## src/rtl/iob_cache_line_buffer_if.sv

```systemverilog
// IOb handshake bundle: request (avalid/addr/wdata/wstrb), accept (ready), read response.
// Instantiated once line-wide (front end) and once beat-wide (back end).
interface iob_cache_line_buffer_if #(
  parameter int unsigned ADDR_W = 32,
  parameter int unsigned DATA_W = 32
) ();
  localparam int unsigned STRB_W = DATA_W / 8;

  logic              avalid;
  logic [ADDR_W-1:0] addr;
  logic [DATA_W-1:0] wdata;
  logic [STRB_W-1:0] wstrb;
  logic              ready;
  logic [DATA_W-1:0] rdata;
  logic              rvalid;

  modport master (
    output avalid, addr, wdata, wstrb,
    input  ready, rdata, rvalid
  );

  modport slave (
    input  avalid, addr, wdata, wstrb,
    output ready, rdata, rvalid
  );
endinterface

```

## src/rtl/iob_cache_line_buffer.sv

```systemverilog
// Line-to-beat adapter: takes one line request from the data-memory stage and issues it as
// BEATS ascending word-wide IOb requests; read beats are gathered and returned as one line.
module iob_cache_line_buffer #(
  parameter int unsigned ADDR_W        = 32,
  parameter int unsigned DATA_W        = 32,
  parameter int unsigned WORD_OFFSET_W = 3,
  parameter int unsigned BE_DATA_W     = 32
) (
  input  logic                    clk_i,
  input  logic                    cke_i,
  input  logic                    rst_i,
  iob_cache_line_buffer_if.slave  buf_iob_io,
  iob_cache_line_buffer_if.master be_iob_io
);
  localparam int unsigned LINE_W     = DATA_W << WORD_OFFSET_W;
  localparam int unsigned BEATS      = LINE_W / BE_DATA_W;
  localparam int unsigned BEAT_W     = $clog2(BEATS);
  localparam int unsigned CNT_W      = BEAT_W + 1;
  localparam int unsigned BE_NBYTES  = BE_DATA_W / 8;
  localparam int unsigned BE_OFF_W   = $clog2(BE_NBYTES);
  localparam int unsigned BUF_ADDR_W = ADDR_W - WORD_OFFSET_W - $clog2(DATA_W / 8);

  typedef enum logic [1:0] {StIdle, StWr, StRd} state_e;

  state_e                  state_q, state_d;
  logic [BUF_ADDR_W-1:0]   addr_q, addr_d;
  logic [LINE_W-1:0]       wdata_q, wdata_d;
  logic [LINE_W/8-1:0]     wstrb_q, wstrb_d;
  logic [CNT_W-1:0]        req_cnt_q, req_cnt_d;
  logic [CNT_W-1:0]        rsp_cnt_q, rsp_cnt_d;
  logic                    avalid_q, avalid_d;
  logic [LINE_W-1:0]       fill_q, fill_d;
  logic [LINE_W-1:0]       rdata_q, rdata_d;
  logic                    rvalid_q, rvalid_d;

  logic [BEAT_W-1:0] req_idx, rsp_idx;
  logic              be_fire, rsp_fire;

  assign req_idx  = req_cnt_q[BEAT_W-1:0];
  assign rsp_idx  = rsp_cnt_q[BEAT_W-1:0];
  assign be_fire  = avalid_q && be_iob_io.ready;
  // Responses outside a read, or past the last beat, are dropped.
  assign rsp_fire = (state_q == StRd) && be_iob_io.rvalid && (rsp_cnt_q < CNT_W'(BEATS));

  // Next-state: request capture, beat sequencing and response gathering.
  always_comb begin
    state_d   = state_q;
    addr_d    = addr_q;
    wdata_d   = wdata_q;
    wstrb_d   = wstrb_q;
    req_cnt_d = req_cnt_q;
    rsp_cnt_d = rsp_cnt_q;
    avalid_d  = avalid_q;
    fill_d    = fill_q;
    rdata_d   = rdata_q;
    rvalid_d  = 1'b0;
    unique case (state_q)
      StIdle: begin
        if (buf_iob_io.avalid) begin
          addr_d    = buf_iob_io.addr;
          wdata_d   = buf_iob_io.wdata;
          wstrb_d   = buf_iob_io.wstrb;
          req_cnt_d = '0;
          rsp_cnt_d = '0;
          avalid_d  = 1'b1;
          state_d   = (|buf_iob_io.wstrb) ? StWr : StRd;
        end
      end
      StWr: begin
        if (be_fire) begin
          req_cnt_d = req_cnt_q + CNT_W'(1);
          if (req_cnt_d == CNT_W'(BEATS)) begin
            avalid_d = 1'b0;
            state_d  = StIdle;
          end
        end
      end
      StRd: begin
        // Requests and responses advance independently; several beats may be outstanding.
        if (be_fire) begin
          req_cnt_d = req_cnt_q + CNT_W'(1);
          avalid_d  = (req_cnt_d != CNT_W'(BEATS));
        end
        if (rsp_fire) begin
          fill_d[rsp_idx*BE_DATA_W +: BE_DATA_W] = be_iob_io.rdata;
          rsp_cnt_d = rsp_cnt_q + CNT_W'(1);
          if (rsp_cnt_d == CNT_W'(BEATS)) begin
            // Publish the whole line at once so rdata_o never shows a partial fill.
            rdata_d  = fill_d;
            rvalid_d = 1'b1;
            state_d  = StIdle;
          end
        end
      end
      default: state_d = StIdle;
    endcase
  end

  // State registers: synchronous reset, everything frozen while cke_i is low.
  always_ff @(posedge clk_i) begin
    if (cke_i) begin
      if (rst_i) begin
        state_q   <= StIdle;
        addr_q    <= '0;
        wdata_q   <= '0;
        wstrb_q   <= '0;
        req_cnt_q <= '0;
        rsp_cnt_q <= '0;
        avalid_q  <= 1'b0;
        fill_q    <= '0;
        rdata_q   <= '0;
        rvalid_q  <= 1'b0;
      end else begin
        state_q   <= state_d;
        addr_q    <= addr_d;
        wdata_q   <= wdata_d;
        wstrb_q   <= wstrb_d;
        req_cnt_q <= req_cnt_d;
        rsp_cnt_q <= rsp_cnt_d;
        avalid_q  <= avalid_d;
        fill_q    <= fill_d;
        rdata_q   <= rdata_d;
        rvalid_q  <= rvalid_d;
      end
    end
  end

  // Outputs: beat fields are selected from the captured request by the request counter.
  always_comb begin
    buf_iob_io.ready  = (state_q == StIdle);
    buf_iob_io.rdata  = rdata_q;
    buf_iob_io.rvalid = rvalid_q;
    be_iob_io.avalid  = avalid_q;
    be_iob_io.addr    = {addr_q, req_idx, {BE_OFF_W{1'b0}}};
    be_iob_io.wdata   = wdata_q[req_idx*BE_DATA_W +: BE_DATA_W];
    be_iob_io.wstrb   = '0;
    if (state_q == StWr) begin
      be_iob_io.wstrb = wstrb_q[req_idx*BE_NBYTES +: BE_NBYTES];
    end
  end
endmodule

```

## src/flat_wrapper.sv

```systemverilog
// flat-port wrapper written by rule: the top's interface ports become plain ports
module iob_cache_line_buffer_flat 
#(
  parameter int unsigned ADDR_W        = 32,
  parameter int unsigned DATA_W        = 32,
  parameter int unsigned WORD_OFFSET_W = 3,
  parameter int unsigned BE_DATA_W     = 32
)
  (clk_i, cke_i, rst_i, buf_iob_io_avalid, buf_iob_io_addr, buf_iob_io_wdata, buf_iob_io_wstrb, buf_iob_io_ready, buf_iob_io_rdata, buf_iob_io_rvalid, be_iob_io_avalid, be_iob_io_addr, be_iob_io_wdata, be_iob_io_wstrb, be_iob_io_ready, be_iob_io_rdata, be_iob_io_rvalid);
  iob_cache_line_buffer_if #(.ADDR_W(ADDR_W), .DATA_W(DATA_W)) buf_iob_io_i ();
  iob_cache_line_buffer_if #(.ADDR_W(ADDR_W), .DATA_W(DATA_W)) be_iob_io_i ();
  input  logic clk_i;
  input  logic cke_i;
  input  logic rst_i;
  input wire logic [$bits(buf_iob_io_i.avalid)-1:0] buf_iob_io_avalid;
  input wire logic [$bits(buf_iob_io_i.addr)-1:0] buf_iob_io_addr;
  input wire logic [$bits(buf_iob_io_i.wdata)-1:0] buf_iob_io_wdata;
  input wire logic [$bits(buf_iob_io_i.wstrb)-1:0] buf_iob_io_wstrb;
  output wire logic [$bits(buf_iob_io_i.ready)-1:0] buf_iob_io_ready;
  output wire logic [$bits(buf_iob_io_i.rdata)-1:0] buf_iob_io_rdata;
  output wire logic [$bits(buf_iob_io_i.rvalid)-1:0] buf_iob_io_rvalid;
  output wire logic [$bits(be_iob_io_i.avalid)-1:0] be_iob_io_avalid;
  output wire logic [$bits(be_iob_io_i.addr)-1:0] be_iob_io_addr;
  output wire logic [$bits(be_iob_io_i.wdata)-1:0] be_iob_io_wdata;
  output wire logic [$bits(be_iob_io_i.wstrb)-1:0] be_iob_io_wstrb;
  input wire logic [$bits(be_iob_io_i.ready)-1:0] be_iob_io_ready;
  input wire logic [$bits(be_iob_io_i.rdata)-1:0] be_iob_io_rdata;
  input wire logic [$bits(be_iob_io_i.rvalid)-1:0] be_iob_io_rvalid;
  assign buf_iob_io_i.avalid = buf_iob_io_avalid;
  assign buf_iob_io_i.addr = buf_iob_io_addr;
  assign buf_iob_io_i.wdata = buf_iob_io_wdata;
  assign buf_iob_io_i.wstrb = buf_iob_io_wstrb;
  assign buf_iob_io_ready = buf_iob_io_i.ready;
  assign buf_iob_io_rdata = buf_iob_io_i.rdata;
  assign buf_iob_io_rvalid = buf_iob_io_i.rvalid;
  assign be_iob_io_avalid = be_iob_io_i.avalid;
  assign be_iob_io_addr = be_iob_io_i.addr;
  assign be_iob_io_wdata = be_iob_io_i.wdata;
  assign be_iob_io_wstrb = be_iob_io_i.wstrb;
  assign be_iob_io_i.ready = be_iob_io_ready;
  assign be_iob_io_i.rdata = be_iob_io_rdata;
  assign be_iob_io_i.rvalid = be_iob_io_rvalid;
  iob_cache_line_buffer #(.ADDR_W(ADDR_W), .DATA_W(DATA_W), .WORD_OFFSET_W(WORD_OFFSET_W), .BE_DATA_W(BE_DATA_W)) u_core (.clk_i(clk_i), .cke_i(cke_i), .rst_i(rst_i), .buf_iob_io(buf_iob_io_i), .be_iob_io(be_iob_io_i));
endmodule
```

## config.mk

```make
export PLATFORM = sky130hd
export DESIGN_NAME = iob_cache_line_buffer_flat
export DESIGN_NICKNAME = d
export VERILOG_FILES = /design/src/rtl/iob_cache_line_buffer_if.sv /design/src/rtl/iob_cache_line_buffer.sv /design/src/flat_wrapper.sv
export SDC_FILE = /design/constraint.sdc
export NUM_CORES = 1
export LEC_CHECK = 0
export BUFFER_PORTS_ARGS = -buffer_cell sky130_fd_sc_hd__buf_2
export CAP_MARGIN = 30
export CORE_UTILIZATION = 40
export DETAILED_ROUTE_END_ITERATION = 10
export PLACE_DENSITY = 0.66
export SYNTH_ARGS = -nofsm -noshare
export SYNTH_HDL_FRONTEND = slang
export SYNTH_SLANG_ARGS = --single-unit
```

## constraint.sdc

```tcl
create_clock -name clk_i -period 8.15 [get_ports clk_i]
set_clock_uncertainty 0.1 [all_clocks]
set_input_delay 0.815 -clock clk_i [delete_from_list [all_inputs] [get_ports clk_i]]
set_output_delay 0.815 -clock clk_i [all_outputs]
set_load 0.1 [all_outputs]
```

==> impl_metrics.py <==
metrics = {
    "timing": {
        "hold_violations": 0,
        "period_share": 0.367,
        "finalSetupViolations": 0,
        "setup_slack_ps": 5160,
        "fin_hold_ws_ps": 539,
        "fin_setup_tns_ps": 0,
        "min_period_ps": 2990,
        "clock.fmax_mhz": 334,
        "tightest_slew_ps": 902,
        "maxSlewHeadroom": 0.398,
        "maxSlewViolCount": 0,
        "rsz0062_at_grt": "false",
    },
    "routing": {
        "detail_route.first_pass.iterations": 4,
        "vias": 3905,
        "wirelength_mm": 12.3,
        "via_per_inst": 4.70,
        "drt_first_iter_violations": 257,
        "wire_per_inst_um": 14.8,
        "drtAntennaViolNets": 0,
        "drc": 0,
    },
    "cts": {
        "numCtsBuffers": 17,
        "path_clk_slew_ps": 60,
        "root_buffer": "clkbuf_16",
        "htreeDepth": 4,
        "cts_num_sinks": 139,
        "clk_latency_ps": 410,
        "cts_buffer_depth": 2,
        "cts_resized": 0,
        "ctsHoldBuffers": 0,
        "cts_tree": "yes",
        "post_cts_buffers": 0,
    },
    "global_routing": {
        "antenna_found_initial": 2,
        "grt_pass1_wl_mm": 18.7,
        "grt_max_degree": 81,
        "grt_pass1_vias": 3844,
        "grt-ovfl-total": 0,
        "track_usage": 0.164,
    },
    "critical_path": {
        "critPathLaunch": "u_core.req_cnt_q[0]",
        "max_stage_delay_ps": 500,
        "cp_num_buf_inv": 2,
        "path_cells": "nor3_2 -> buf_4 -> and3_1 -> buf_2",
        "critPathArrivalTime_ps": 2080,
        "crit_type": "flop to output pin",
        "r2r-end": "u_core.rdata_q[13]",
        "slowest_stage": "edfxtp_1",
        "path_delay_family": "buffers and inverters",
        "r2r_slack_ps": 5940,
        "endpoint": "be_iob_io_wstrb[0]",
        "cp_num_cells": 4,
        "cp-end-kind": "output pin",
        "rr_worst_depth": 6,
        "startpoint_type": "flop",
        "crit_required_ps": 7240,
        "r2r_start": "u_core.state_q[0]",
        "crit_fanout": 36,
    },
    "min_path": {
        "hold_path_class": "flop to flop",
    },
    "yosys": {
        "synth_common_cells": "edfxtp_1, nand2_1, nor2b_1",
        "synthTopCellsByArea": "edfxtp_1, nor2b_1, nand2_1",
        "seq_area_frac_synth": 0.709,
        "syn-instance-count": 435,
        "yosysTopAreaCell": "edfxtp_1",
        "ys_ff_latch": 139,
        "synth_flop_cell": "edfxtp_1",
        "synth_top_area_share": 0.709,
        "synth_warnings": 0,
        "async_flop_share": 0,
        "postSynthAreaPerCell_um2": 13.5,
        "synth.most_common_cell": "edfxtp_1",
        "synth_cell_type_count": 34,
        "syn-cell-area_mm2": 0.00589,
        "synth_edf_count": 139,
    },
    "placement": {
        "finalWeightedCongestion": 0.802,
        "place_ws_ps": 5560,
        "port_buffers": 201,
        "dp_hpwl_mm": 8.37,
    },
    "die": {
        "initial_utilization": 0.418,
        "core-area_mm2": 0.0141,
        "row_count": 43,
        "die_w_um": 123,
        "die_area_mm2": 0.0152,
        "die_h_um": 123,
        "ios": 209,
    },
    "finish": {
        "fin_nets": 751,
        "synthToLayoutAreaGrowth_pct": 28.5,
        "layout-drive-gt1-share": 0.395,
        "nFillCells": 1226,
    },
    "power_and_ir_drop": {
        "peakVddDrop_mv": 0.171,
        "powerDensity_mw_per_mm2": 243,
        "p_leak_nw": 3.15,
    },
    "run_status": {
        "status": "finished, final reports clean",
    },
    "run": {
        "drv_cap": 0,
    },
}
## per-layer routing
metal / GRT usage / wire length (um) / up-vias / share of wire
li1: - / - / 1909 / -
met1: 0.194 / 4990 / 1850 / 0.41
met2: 0.268 / 6240 / 118 / 0.51
met3: 0.0507 / 716 / 26 / 0.058
met4: 0.0889 / 347 / 2 / 0.028
met5: 0 / 13 / - / 0.0011
## worst reg2reg max path, delay by kind of cell, from the launching register on
kind / cells / cell delay (ps)
buffers and inverters: 2 / 470
and+or+nand+nor: 2 / 460
DFF: 1 / 390
adders and majority gates: 1 / 290
AOI/OAI and AO/OA: 1 / 120
## layout make-up
class,instances,area (um2),area share
Sequential cell,139,4170,0.551
Clock buffer,17,425,0.0562
Inverter,8,30.0,0.00397
Multi-Input combinational cell,263,1540,0.204
Tap cell,180,225,0.0298
Timing Repair Buffer,208,1060,0.140
Clock inverter,15,108,0.0142
Antenna cell,1,2.50,0.000331
## sequential cells by signal, indices dropped and copies added, names as in the netlist
signal                    cells
u_core.addr_q                27
u_core.be_iob_io.avalid       1
u_core.buf_iob_io.rvalid      1
u_core.fill_q                32
u_core.rdata_q               32
u_core.req_cnt_q              4
u_core.rsp_cnt_q              4
u_core.state_q                2
u_core.wdata_q               32
u_core.wstrb_q                4
## power breakdown
| group | internal, mW | switching, mW |
|---|---|---|
| Clock | 0.411 | 0.280 |
| Combinational | 0.0607 | 0.247 |
| Sequential | 0.832 | 0.0118 |
| Total | 1.30 | 0.538 |
## how the worst min path moves through the flow
| stage | startpoint | to | slack, ps | cells after the start |
|---|---|---|---|---|
| global route | u_core.fill_q[24] | u_core.fill_q[24] | 560 | 2 |
| global placement | u_core.rsp_cnt_q[3] | u_core.rsp_cnt_q[3] | 510 | 2 |
| CTS | u_core.fill_q[26] | u_core.fill_q[26] | 540 | 2 |
| detailed placement | u_core.fill_q[26] | u_core.rdata_q[26] | 530 | 2 |
| floorplan | u_core.rsp_cnt_q[3] | u_core.rsp_cnt_q[3] | 480 | 2 |
| finish | u_core.fill_q[26] | u_core.fill_q[26] | 540 | 2 |
## cell usage in the layout, fill, tap and decap left out, types with 3 or more instances in the layout
cell type / count
a21oi_1: 19
a21oi_2: 17
and2_1: 33
and3_1: 5
buf_2: 200
buf_4: 8
clkbuf_16: 17
clkinv_1: 5
clkinv_2: 4
clkinvlp_4: 4
edfxtp_1: 139
ha_1: 8
inv_1: 8
nand2_1: 66
nand2b_1: 5
nor2_1: 16
nor2b_1: 65
nor3_1: 3
xnor2_1: 3
## through the flow
step / cell area (um2) / std cells / total power, mW / util
after floorplan: 5890 / 436 / 1.11 / -
after global placement: 7030 / 798 / 1.16 / 0.499
after detailed placement: 7030 / 798 / 1.17 / 0.499
after CTS: 7570 / 830 / 1.86 / 0.537
after global routing: 7570 / 830 / 1.91 / 0.537
final: 7570 / 831 / 1.84 / 0.537
## cell families (layout without fill, tap and decap cells)
| kind of cell | Yosys count | count (layout) | share of synthesized area |
|---|---|---|---|
| AOI/OAI and AO/OA | 43 | 43 | 0.0501 |
| and+or+nand+nor | 206 | 206 | 0.185 |
| xor gates and xnor gates | 4 | 4 | 0.00595 |
| adders and majority gates | 8 | 8 | 0.0170 |
| other | 1 | 3 | 0.000637 |
| buffers and inverters | 34 | 248 | 0.0323 |
| DFF | 139 | 139 | 0.709 |
No activity file was read; power rests on OpenSTA's default activity.
